--- config.mk ---
export PLATFORM = sky130hd
export DESIGN_NAME = uart_rx_param
export DESIGN_NICKNAME = d
export VERILOG_FILES = /design/src/rtl/uart_rx_param.sv
export SDC_FILE = /design/constraint.sdc
export NUM_CORES = 1
export LEC_CHECK = 0
export CAP_MARGIN = 20
export CORE_ASPECT_RATIO = 1.4
export CORE_MARGIN = 2
export CORE_UTILIZATION = 40
export DETAILED_ROUTE_END_ITERATION = 10
export GPL_TIMING_DRIVEN = 0
export PLACE_DENSITY_LB_ADDON = 0.1
export SYNTH_ARGS = -nofsm -noshare
export SYNTH_HDL_FRONTEND = slang
export SYNTH_SLANG_ARGS = --single-unit
--- constraint.sdc ---
create_clock -name clk -period 4.7 [get_ports clk]
set_input_delay 1.175 -clock clk [delete_from_list [all_inputs] [get_ports clk]]
set_output_delay 1.175 -clock clk [all_outputs]
set_load 0.03 [all_outputs]
--- src/rtl/uart_rx_param.sv ---
// Parametrised UART receiver: 3-sample majority vote per bit, optional parity,
// 1 or 2 stop bits, parity/framing/overrun flags and a valid/ready output.
module uart_rx_param #(
  parameter int unsigned CLK_FREQ  = 100_000_000,
  parameter int unsigned BAUD      = 115200,
  parameter int unsigned DATA_BITS = 8,
  parameter int unsigned PARITY    = 0,
  parameter int unsigned STOP_BITS = 1
) (
  input  logic                 clk,
  input  logic                 rst,
  input  logic                 rx,
  output logic [DATA_BITS-1:0] out_data,
  output logic                 out_valid,
  input  logic                 out_ready,
  output logic                 parity_err,
  output logic                 frame_err,
  output logic                 overrun,
  output logic                 busy
);

  localparam int unsigned BIT_TICKS = CLK_FREQ / BAUD;
  localparam int unsigned HALF      = BIT_TICKS / 2;
  localparam int unsigned CW        = $clog2(BIT_TICKS) + 1;

  localparam logic [CW-1:0] CNT_S0    = CW'(HALF - 1);
  localparam logic [CW-1:0] CNT_S1    = CW'(HALF);
  localparam logic [CW-1:0] CNT_VOTE  = CW'(HALF + 1);
  localparam logic [CW-1:0] CNT_LAST  = CW'(BIT_TICKS - 1);
  localparam logic [3:0]    IDX_DLAST = 4'(DATA_BITS - 1);
  localparam logic [3:0]    IDX_SLAST = 4'(STOP_BITS - 1);

  typedef enum logic [2:0] {S_IDLE, S_START, S_DATA, S_PAR, S_STOP} state_t;

  state_t               state_q, state_d;
  logic                 rx_meta_q, rx_s_q;
  logic [CW-1:0]        cnt_q, cnt_d;
  logic [3:0]           idx_q, idx_d;
  logic [1:0]           smp_q, smp_d;
  logic [DATA_BITS-1:0] shreg_q, shreg_d;
  logic                 par_q, par_d;
  logic                 fe_q, fe_d;
  logic                 arm_q, arm_d;
  logic [DATA_BITS-1:0] out_data_q, out_data_d;
  logic                 out_valid_q, out_valid_d;
  logic                 parity_err_q, parity_err_d;
  logic                 frame_err_q, frame_err_d;
  logic                 overrun_q, overrun_d;
  logic                 maj, at_vote, at_last, complete;

  always_comb begin
    state_d      = state_q;
    cnt_d        = cnt_q;
    idx_d        = idx_q;
    smp_d        = smp_q;
    shreg_d      = shreg_q;
    par_d        = par_q;
    fe_d         = fe_q;
    arm_d        = arm_q;
    out_data_d   = out_data_q;
    out_valid_d  = out_valid_q;
    parity_err_d = parity_err_q;
    frame_err_d  = frame_err_q;
    overrun_d    = overrun_q;
    complete     = 1'b0;

    maj     = (smp_q[0] & smp_q[1]) | (smp_q[0] & rx_s_q) | (smp_q[1] & rx_s_q);
    at_vote = (cnt_q == CNT_VOTE);
    at_last = (cnt_q == CNT_LAST);

    if (state_q != S_IDLE) begin
      cnt_d = at_last ? '0 : cnt_q + CW'(1);
      if (cnt_q == CNT_S0) smp_d[0] = rx_s_q;
      if (cnt_q == CNT_S1) smp_d[1] = rx_s_q;
    end

    case (state_q)
      S_IDLE: begin
        // A start needs the line to have been seen high since the last frame,
        // so a held break does not retrigger.
        arm_d = arm_q | rx_s_q;
        if (!rx_s_q && arm_q) begin
          state_d = S_START;
          cnt_d   = CW'(1);
          arm_d   = 1'b0;
          fe_d    = 1'b0;
          par_d   = 1'b0;
        end
      end
      S_START: begin
        if (at_vote && maj) begin
          state_d = S_IDLE;
          cnt_d   = '0;
        end else if (at_last) begin
          state_d = S_DATA;
          idx_d   = '0;
        end
      end
      S_DATA: begin
        if (at_vote) shreg_d = {maj, shreg_q[DATA_BITS-1:1]};
        if (at_last) begin
          if (idx_q == IDX_DLAST) begin
            state_d = (PARITY != 0) ? S_PAR : S_STOP;
            idx_d   = '0;
          end else begin
            idx_d = idx_q + 4'd1;
          end
        end
      end
      S_PAR: begin
        if (at_vote) par_d = (^shreg_q) ^ maj ^ (PARITY == 1);
        if (at_last) begin
          state_d = S_STOP;
          idx_d   = '0;
        end
      end
      S_STOP: begin
        if (at_vote) begin
          if (!maj) fe_d = 1'b1;
          if (idx_q == IDX_SLAST) begin
            complete = 1'b1;
            state_d  = S_IDLE;
            cnt_d    = '0;
          end
        end else if (at_last) begin
          idx_d = idx_q + 4'd1;
        end
      end
      default: begin
        state_d = S_IDLE;
        cnt_d   = '0;
      end
    endcase

    if (complete) begin
      out_data_d   = shreg_q;
      out_valid_d  = 1'b1;
      parity_err_d = par_q & (PARITY != 0);
      frame_err_d  = fe_q | ~maj;
      overrun_d    = out_valid_q & ~out_ready;
    end else if (out_valid_q && out_ready) begin
      out_valid_d  = 1'b0;
      parity_err_d = 1'b0;
      frame_err_d  = 1'b0;
      overrun_d    = 1'b0;
    end
  end

  always_ff @(posedge clk) begin
    if (rst) begin
      rx_meta_q    <= 1'b1;
      rx_s_q       <= 1'b1;
      state_q      <= S_IDLE;
      cnt_q        <= '0;
      idx_q        <= '0;
      smp_q        <= '0;
      shreg_q      <= '0;
      par_q        <= 1'b0;
      fe_q         <= 1'b0;
      arm_q        <= 1'b0;
      out_data_q   <= '0;
      out_valid_q  <= 1'b0;
      parity_err_q <= 1'b0;
      frame_err_q  <= 1'b0;
      overrun_q    <= 1'b0;
    end else begin
      rx_meta_q    <= rx;
      rx_s_q       <= rx_meta_q;
      state_q      <= state_d;
      cnt_q        <= cnt_d;
      idx_q        <= idx_d;
      smp_q        <= smp_d;
      shreg_q      <= shreg_d;
      par_q        <= par_d;
      fe_q         <= fe_d;
      arm_q        <= arm_d;
      out_data_q   <= out_data_d;
      out_valid_q  <= out_valid_d;
      parity_err_q <= parity_err_d;
      frame_err_q  <= frame_err_d;
      overrun_q    <= overrun_d;
    end
  end

  assign out_data   = out_data_q;
  assign out_valid  = out_valid_q;
  assign parity_err = parity_err_q;
  assign frame_err  = frame_err_q;
  assign overrun    = overrun_q;
  assign busy       = (state_q != S_IDLE);

endmodule
==> impl_metrics.yaml <==
logic_synthesis:
  synth_cell_type_count: 42
  yosys.area.top_type: "dfxtp_1"
  yosys_warnings: 0
  synth_edf_count: 0
  netlist.area_leader.share: 0.427
  ys_seq_area_frac: 0.427
  avgSynthCellArea_sq_um: 9.00
  synthesis.nets: 233
  ys_ff_latch: 43
  postSynth.asyncResetShare: 0
  synthFlopType: "dfxtp_1"
  synthCells: 224
  netlist_area_sq_um: 2020
  ys_top_cells_by_area: "dfxtp_1 43%, mux2i_1 8.4%, nor2_1 8.0%"
sta:
  setup_tns_ns: 0
  finalSetupViolations: 0
  timing.fmax_mhz: 285
  rsz0062_at_grt: "false"
  fin_crit_sh: 0.746
  finClkSkew_ns: 0.00528
  hold_violations: 0
  worstMarginPinSlew_ns: 0.634
  min_period_ns: 3.51
  slew_viol_final: 0
  relSlewSlack: 0.573
setup_path:
  crit_path_end_kind: "output port"
  required_ns: 3.52
  cp_slowest_cell: "clkdlybuf4s50_1"
  worstPathMaxFanout: 10
  cp-start-kind: "register"
  critPathKind: "register to output port"
  critPathArrivalTime_ns: 2.33
  worstPathCellList: "clkbuf_1 -> nor3_1 -> clkbuf_1 -> inv_1 -> clkdlybuf4s50_1"
  cpMostUsedCell: "clkbuf_1"
  cp_slowest_stage_delay_ns: 0.64
finish:
  fin_nets: 255
  area_growth_pct: 18.0
  drive_above_1_share: 0.0769
  mostFrequentLayoutCells: "43 x nor2_1, 43 x dfxtp_1, 17 x mux2i_1"
  antenna_cells: 0
  multi_input_comb_area_sq_um: 1080
  seqCellArea_sq_um: 861
  n_fill_cell: 473
  instances_no_fill: 311
global_route:
  use_met3: 0.0347
  busiest_layer: "met2"
  grt_overflow: 0
  grt_antenna_before_repair: 0
  grt_max_degree: 14
  grt_pass1_vias: 1510
  use_met1: 0.186
  gr-usage-met2: 0.293
  grt.total_usage: 0.164
  grt_pass1_wl_microns: 7100
cts:
  path_clk_slew_ns: 0.08
  postCtsSetupBuffers: 0
  cts_root_buffer: "clkbuf_8"
  cts_hold_buf: 0
  clk_latency_ns: 0.30
  cts_buffer_depth: 2
  cts_tree: "done"
  cts_made_buffers: 5
  cts_sinks: 43
  cts_resized: 0
  h-tree-depth: 2
run:
  maxCapViolations: 0
route:
  final_antenna_net_count: 0
  viasPerCell: 5.02
  drt_first_pass_iters: 4
  wire_per_inst_microns: 12.9
  drc: 0
  routed_wl_microns: 4000
  routed-via-count: 1561
  first_iter_violations: 38
placed_design:
  port_buffers: 15
  post-dp-hpwl_microns: 2930
  place_congestion: 0.852
  dpl.cell_count: 303
die:
  start_util: 0.416
  die_area_sq_um: 5630
  die_x_microns: 64.0
  fp-row-count: 30
  die_h_microns: 88.0
  pin_count: 17
  core_area_sq_um: 4840
power_and_ir_drop:
  p_switching_mw: 0.150
  switching_share: 0.202
  finalPower_mw: 0.744
  powerDensity_nw_per_um2: 313
  seq_power_share: 0.501
  p_comb_frac: 0.045
  ir_drop_mv: 0.154
  leakage_nw: 0.908
  intPower_mw: 0.593
  p_clk_frac: 0.454
status:
  outcome: "complete, no violations"
worst_hold_path:
  hold_path.class: "register to register"
==> worst max-delay path, delay by kind of cell (launching register included) <==
| family | cells | cell delay [ns] |
|---|---|---|
| simple gates | 1 | 0.27 |
| flops | 1 | 0.30 |
| buf+inv | 4 | 1.46 |
==> per-stage QoR <==
| step | instance area [sq um] | utilization | worst slack [ns] | hold WS (ns) |
|---|---|---|---|---|
| after floorplan | 2020 | - | 2.32 | 0.389 |
| after global placement | 2250 | 0.464 | 1.48 | 0.393 |
| after detailed placement | 2250 | 0.464 | 1.46 | 0.392 |
| after CTS | 2380 | 0.491 | 1.13 | 0.414 |
| after global routing | 2380 | 0.491 | 1.02 | 0.434 |
| final | 2380 | 0.491 | 1.19 | 0.412 |
==> power by group through the flow <==
stage          clock, mW  sequential (mW)  combinational (mW)
2_1_floorplan          0            0.380              0.0234
3_3_place_gp           0            0.381              0.0339
4_1_cts            0.351            0.372              0.0341
5_1_grt            0.362            0.373              0.0377
6_report           0.338            0.372              0.0332
3_5_place_dp           0            0.381              0.0340
==> state kept, by name (all words and copies together) (netlist names), 2 cells and up <==
| name | cells |
|---|---|
| idx_q | 4 |
| cnt_q | 11 |
| state_q | 3 |
| smp_q | 2 |
| out_data | 8 |
| shreg_q | 8 |
==> cells by family after synthesis <==
group	after synthesis	share of synthesized area
AOI/OAI and AO/OA	28	0.0999
xor gates and xnor gates	12	0.0521
adders and majority gates	7	0.0410
buffers and inverters	18	0.0379
DFF	43	0.427
muxes	18	0.0900
other	1	0.00186
and+or+nand+nor	97	0.250
==> path summary, 6_finish.rpt <==
check	start	to	slack, ns	cells after the start
worst min register to register	rx_meta_q	rx_s_q	0.41	1
worst max register to register	cnt_q[1]	out_data[0]	2.43	7
worst min-delay path	rx_meta_q	rx_s_q	0.41	1
worst max-delay path	state_q[1]	busy	1.19	5
==> layer usage <==
metal	vias to the layer above	share of wire
li1	815	-
met5	-	0
met2	12	0.52
met1	727	0.44
met4	0	0.023
met3	7	0.017
==> area by class of cell <==
cell class              count  share of cell area
clock buffers               6              0.0305
clock inverters             2              0.0252
well taps                  64              0.0337
plain buffers               9              0.0179
repair buffers             15              0.0631
inverters                   9              0.0142
flip-flops and latches     43               0.362
multi-input cells         163               0.453
==> synth_stat cells, types with 3 or more instances <==
cell type	count
a21oi_1	8
and3_1	3
clkbuf_1	6
dfxtp_1	43
ha_1	5
inv_1	9
mux2i_1	17
nand2_1	15
nand3_1	8
nand4_1	7
nor2_1	43
nor2b_1	3
o21ai_0	7
xnor2_1	4
xor2_1	8
(Power assumes the default switching activity.)
==> edit 1: new RTL, same settings <==
Put one more register stage on the output `parity_err`, cleared by the reset. The value now appears one clock later. The other outputs are not delayed to match.
--- a/src/rtl/uart_rx_param.sv
+++ b/src/rtl/uart_rx_param.sv
@@ -184,7 +184,13 @@
 
   assign out_data   = out_data_q;
   assign out_valid  = out_valid_q;
-  assign parity_err = parity_err_q;
+  always_ff @(posedge clk) begin
+    if (rst) begin
+      parity_err <= '0;
+    end else begin
+      parity_err <= parity_err_q;
+    end
+  end
   assign frame_err  = frame_err_q;
   assign overrun    = overrun_q;
   assign busy       = (state_q != S_IDLE);
Check against the original RTL: same outputs for any inputs over 10 cycles, from zero or initial values and one cycle with rst high; that may be too few to reach the edited logic, so the function may still have changed.
==> edit 1 against the original RTL <==
Sequential cell count unchanged. Design area decreased by 1.6%. Wire length increased by 2.6%. Critical path depth decreased by 1. Synthesized area decreased by 0.56%. Worst hold slack improved by 3.2 ps. Count of clock-buffer cells in the layout decreased by 1. Sequential share of layout area increased by 0.58 points. Total power decreased by 7.5%. Worst setup slack got worse by 170 ps.
==> edit 1: results (changes against the original RTL) <==
{| class="wikitable"
! Metric !! Value
|-
| Initial DRC Count || 53 (+39%)
|-
| Net count after synthesis || 236 (+1.3%)
|-
| Biggest area contributors in the synthesized netlist || dfxtp_1, mux2i_1, nor2_1
|-
| Run status || finished clean
|-
| Maximum fanout encountered on the critical timing path || 10 (unchanged)
|-
| Hold worst-path end || rx_s_q
|-
| Total routing resource utilization after global routing || 16.08% (-0.35 points)
|-
| Worst Hold Depth || 1 (unchanged)
|-
| Power Internal || 537.1 uW (-9.5%)
|-
| Nets || 258 (+1.2%)
|-
| Share of cells above drive strength 1 || 7.631% (-0.062 points)
|-
| Worst min-delay path category || register to register
|-
| Depth of the worst register-to-register path || 7 (unchanged)
|-
| Yosys warning total || 0 (unchanged)
|-
| Startpoint of the lowest-slack hold path || rx_meta_q
|-
| Maximum buffer depth of the clock tree || 2 (unchanged)
|-
| Library cell used as clock root buffer || clkbuf_8
|-
| DP Wirelength || 3039 um (+3.6%)
|-
| Number of flip-flops under the largest register name || 11 (unchanged)
|-
| Worst reg2reg startpoint || cnt_q[1]
|-
| Slack of the worst reg-to-reg path || 2110 ps (-320 ps)
|-
| RePlAce Congestion || 0.8484 (-0.42%)
|-
| Maximum vdd drop || 0.1622 mV (+5.2%)
|-
| FILL cells || 468 (-1.1%)
|-
| Later-pin clock latency in the skew report || 290 ps
|-
| Worst-path cell with the longest stage delay || clkdlybuf4s50_1
|-
| Number of global-route vias before repair || 1557 (+3.1%)
|-
| Number of setup buffers added after CTS || 0 (unchanged)
|-
| Buffers added on ports || 15 (unchanged)
|-
| Proportion of register bits with asynchronous set or reset after synthesis || 0% (unchanged)
|-
| Peak per-stage delay on the critical path || 690 ps (+50 ps)
|-
| TritonCTS Buffers || 5 (unchanged)
|-
| Sequential fraction of the synthesis area || 42.95% (+0.24 points)
|-
| Leakage power || 0.8790 nW (-3.2%)
|-
| Clock slew at the register clock pins of the worst setup and hold paths || 80 ps (about the same)
|-
| Maximum number of pins on one net before global-route repair || 14 (unchanged)
|-
| Final routed wirelength across all metal layers || 4101 um (+2.6%)
|-
| Global-route wire length before repair || 7044 um (-0.79%)
|-
| H-tree levels || 2 (unchanged)
|-
| Number of library cell types mapped by synthesis || 47 (+12%)
|-
| Top post-synthesis cells by count || dfxtp_1, nor2_1, mux2i_1, nand2_1
|-
| Crit Reg-Reg Endpoint || out_data[0]
|-
| Headroom to the max-slew limit || 55.63% (-1.6 points)
|-
| Number of antenna violations at the first check in global routing || 0 (unchanged)
|-
| CP Data Arrival Time || 2500 ps (+170 ps)
|-
| Largest reg by FF count || cnt_q
|-
| Number of antenna diodes || 0 (unchanged)
|-
| Detailed-routing iteration count for the pre-antenna-repair pass || 4 (unchanged)
|-
| Post-CTS Resized || 0 (unchanged)
|-
| Clock skew || 2.901 ps (-2.382 ps)
|-
| Detailed-route vias per instance || 5.163 (+2.9%)
|}
-- edit 1: layer usage --
metal | share of wire [%] | GRT usage [%] | up-vias
met4 | 1.8 | 5.929 | 0
met3 | 3.8 | 4.113 | 8
met1 | 43 | 17.45 | 758
met2 | 51 | 29.83 | 24
met5 | 0 | 0 | -
li1 | - | - | 826
-- edit 1: logic make-up after synthesis --
group,count (synthesis),synth area share [%]
flops,43,42.95
fa+ha+maj,6,3.620
simple gates,96,25.47
other cells,1,0.1871
xor+xnor,12,5.243
compound gates,31,9.550
mux,17,8.552
buf+inv,21,4.432
-- edit 1: worst max-delay path: cells and delay by family, from the launching register on --
family | cells | cell delay (ps)
buffers and inverters | 3 | 1330
flip-flops | 1 | 310
AND/OR/NAND/NOR | 1 | 560
-- edit 1: worst max-delay path by stage --
stage / start / endpoint / slack [ps]
after floorplan: state_q[2] / busy / 2240
after global placement: state_q[2] / busy / 1330
after detailed placement: state_q[2] / busy / 1330
after CTS: state_q[2] / busy / 1000
after global routing: state_q[2] / busy / 860
final: state_q[2] / busy / 1020
-- edit 1: per-stage QoR --
step	std cells	hold slack, ps	total power [mW]	area (um2)	setup slack (ps)
after CTS	313	416.5	0.6968	2341	1004
after floorplan	227	389.5	0.4045	2004	2242
after global routing	313	443.1	0.7204	2341	857.9
after global placement	306	391.4	0.4157	2235	1328
after detailed placement	306	396.5	0.4159	2235	1334
final	313	414.8	0.6876	2341	1024
-- edit 1: cell type report --
type	count	area (um2)	area share, %
Buffer	10	47.55	2.031
Clock inverter	2	37.54	1.603
Sequential cell	43	860.8	36.77
Clock buffer	5	68.82	2.940
Inverter	11	41.29	1.764
Multi-Input combinational cell	163	1055	45.06
Tap cell	64	80.08	3.421
Timing Repair Buffer	15	150.1	6.414
-- edit 1: power by group through the flow --
stage	Sequential [mW]	Clock (mW)	Combinational (mW)
floorplan	0.380	0	0.0243
global placement	0.381	0	0.0343
detailed placement	0.381	0	0.0345
global route	0.374	0.308	0.0384
CTS	0.373	0.289	0.0346
finish	0.373	0.281	0.0340
==> edit 2: new RTL, config.mk and constraints unchanged <==
Without the edit above. `DATA_BITS`: 8 -> 10.
--- a/src/rtl/uart_rx_param.sv
+++ b/src/rtl/uart_rx_param.sv
@@ -3,7 +3,7 @@
 module uart_rx_param #(
   parameter int unsigned CLK_FREQ  = 100_000_000,
   parameter int unsigned BAUD      = 115200,
-  parameter int unsigned DATA_BITS = 8,
+  parameter int unsigned DATA_BITS = 10,
   parameter int unsigned PARITY    = 0,
   parameter int unsigned STOP_BITS = 1
 ) (
Ports: changed (resized out_data); port bits go from 17 to 19. The function was not compared with the original's and may differ.
==> edit 2 against the original RTL <==
Fmax down 4.9%. Clock skew about the same. Non-clock buffer count up 6. Sequential cell count up 4. Synthesized area up 8.9%. Highest routed layer unchanged. Wire length up 20%. Worst setup slack worse by 180 ps. First-iteration DRC count up 82%. Design area up 7.5%. Core utilization down 0.30 points. Total power up 2.3%.
==> edit 2: results (changes against the original RTL) <==
{| class="wikitable"
! Metric !! Value
|-
| Run status || finished clean
|-
| Initial DRC Count || 69 (+82%)
|-
| Headroom to the max-slew limit || 59.74% (+2.5 points)
|-
| Multiplexer area fraction after synthesis || 6.382% (-2.6 points)
|-
| Number of max-cap violations || 0 (unchanged)
|-
| Top post-synthesis cells by count || dfxtp_1, nand2_1, nor2_1
|-
| Compound-Gate Fraction of Synth Area || 9.516% (-0.48 points)
|-
| Crit Reg-Reg Endpoint || out_data[9]
|-
| DP Wirelength || 3422 um (+17%)
|-
| Worst min-delay path category || register to register
|-
| Detailed-route vias per instance || 5.215 (+3.9%)
|-
| Net count after synthesis || 264 (+13%)
|-
| Buffers added on ports || 16 (+1)
|-
| Clock slew at the register clock pins of the worst setup and hold paths || 90 ps
|-
| Synthesized-area fraction occupied by adder cells || 4.330% (+0.23 points)
|-
| Average routed wire per standard cell || 14.00 um (+8.9%)
|-
| Global-route wire length before repair || 8355 um (+18%)
|-
| Biggest area contributors in the synthesized netlist || dfxtp_1, mux2i_1, nand2_1
|-
| Sequential fraction of the synthesis area || 42.85% (+0.14 points)
|-
| Total routing resource utilization after global routing || 17.67% (+1.2 points)
|-
| Nets || 287 (+13%)
|-
| CP Data Arrival Time || 2510 ps (+180 ps)
|-
| Peak per-stage delay on the critical path || 770 ps (+130 ps)
|-
| Number of antenna violations at the first check in global routing || 0 (unchanged)
|-
| Non-filler instance count after layout || 344 (+11%)
|-
| Maximum number of pins on one net before global-route repair || 15 (+1)
|-
| Number of library cell types mapped by synthesis || 49 (+17%)
|-
| Proportion of register bits with asynchronous set or reset after synthesis || 0% (unchanged)
|-
| First element of the critical path || state_q[2]
|-
| Number of global-route vias before repair || 1801 (+19%)
|-
| RePlAce Congestion || 0.7322 (-14%)
|-
| Maximum vdd drop || 0.2523 mV (+64%)
|-
| Slack of the worst reg-to-reg path || 2240 ps (-190 ps)
|-
| Depth of the worst register-to-register path || 7 (unchanged)
|-
| Worst reg2reg startpoint || cnt_q[0]
|-
| Synthesized instance count || 254 (+13%)
|-
| Xor/xnor cell area share of the yosys netlist || 4.786% (-0.43 points)
|-
| Share of cells above drive strength 1 || 8.633% (+0.94 points)
|-
| Leakage power || 0.9055 nW (-0.30%)
|-
| Number of cells in the design after placement || 336 (+11%)
|-
| FILL cells || 542 (+15%)
|-
| Clock skew || 4.908 ps (-0.3754 ps)
|}
-- edit 2: kinds of logic (layout without fill, tap and decap cells) --
| kind of cell | Yosys count | count (layout) |
|---|---|---|
| simple gates | 118 | 118 |
| flops | 47 | 47 |
| compound gates | 33 | 33 |
| buf+inv | 21 | 45 |
| mux | 14 | 14 |
| xor+xnor | 12 | 12 |
| fa+ha+maj | 8 | 8 |
| other cells | 1 | 1 |
-- edit 2: metrics by stage --
step | power (mW) | hold WS [ps] | worst slack [ps] | cell area, um2 | utilization (%)
after CTS | 0.7709 | 418.4 | 987.3 | 2556 | 48.82
after global placement | 0.4593 | 394.0 | 1333 | 2439 | 46.57
after detailed placement | 0.4595 | 396.8 | 1335 | 2439 | 46.57
after global routing | 0.7923 | 446.0 | 810.7 | 2556 | 48.82
final | 0.7610 | 413.9 | 1013 | 2556 | 48.82
after floorplan | 0.4455 | 389.5 | 2251 | 2196 | -
-- edit 2: where the power goes --
| part | total, mW | leakage [nW] | switching, mW | internal [mW] |
|---|---|---|---|---|
| registers | 0.407 | 0.380 | 0.00432 | 0.402 |
| clock network | 0.312 | 0.0612 | 0.139 | 0.172 |
| logic | 0.0429 | 0.465 | 0.0284 | 0.0145 |
| total | 0.761 | 0.905 | 0.172 | 0.589 |
-- edit 2: metal layers --
layer / wire length [um] / vias up / track usage (%)
met5: 0 / - / 0
met4: 61 / 0 / 5.612
met3: 139 / 6 / 3.681
met2: 2575 / 26 / 32.50
met1: 2040 / 855 / 19.63
li1: - / 907 / -
-- edit 2: how the worst min path moves through the flow --
stage / startpoint / end / slack (ps) / cells after the start
global route: rx_meta_q / rx_s_q / 450 / 1
finish: rx_meta_q / rx_s_q / 410 / 1
global placement: rx_meta_q / rx_s_q / 390 / 1
CTS: rx_meta_q / rx_s_q / 420 / 1
floorplan: rx_meta_q / rx_s_q / 390 / 1
detailed placement: rx_meta_q / rx_s_q / 400 / 1
-- edit 2: final cells by class --
type / count / area share (%)
timing repair buffer: 16 / 6.265
inverter: 7 / 1.028
multi-input combinational: 186 / 45.37
clock inverter: 2 / 1.371
buffer: 14 / 2.692
tap: 66 / 3.231
clock buffer: 6 / 3.231
sequential: 47 / 36.81
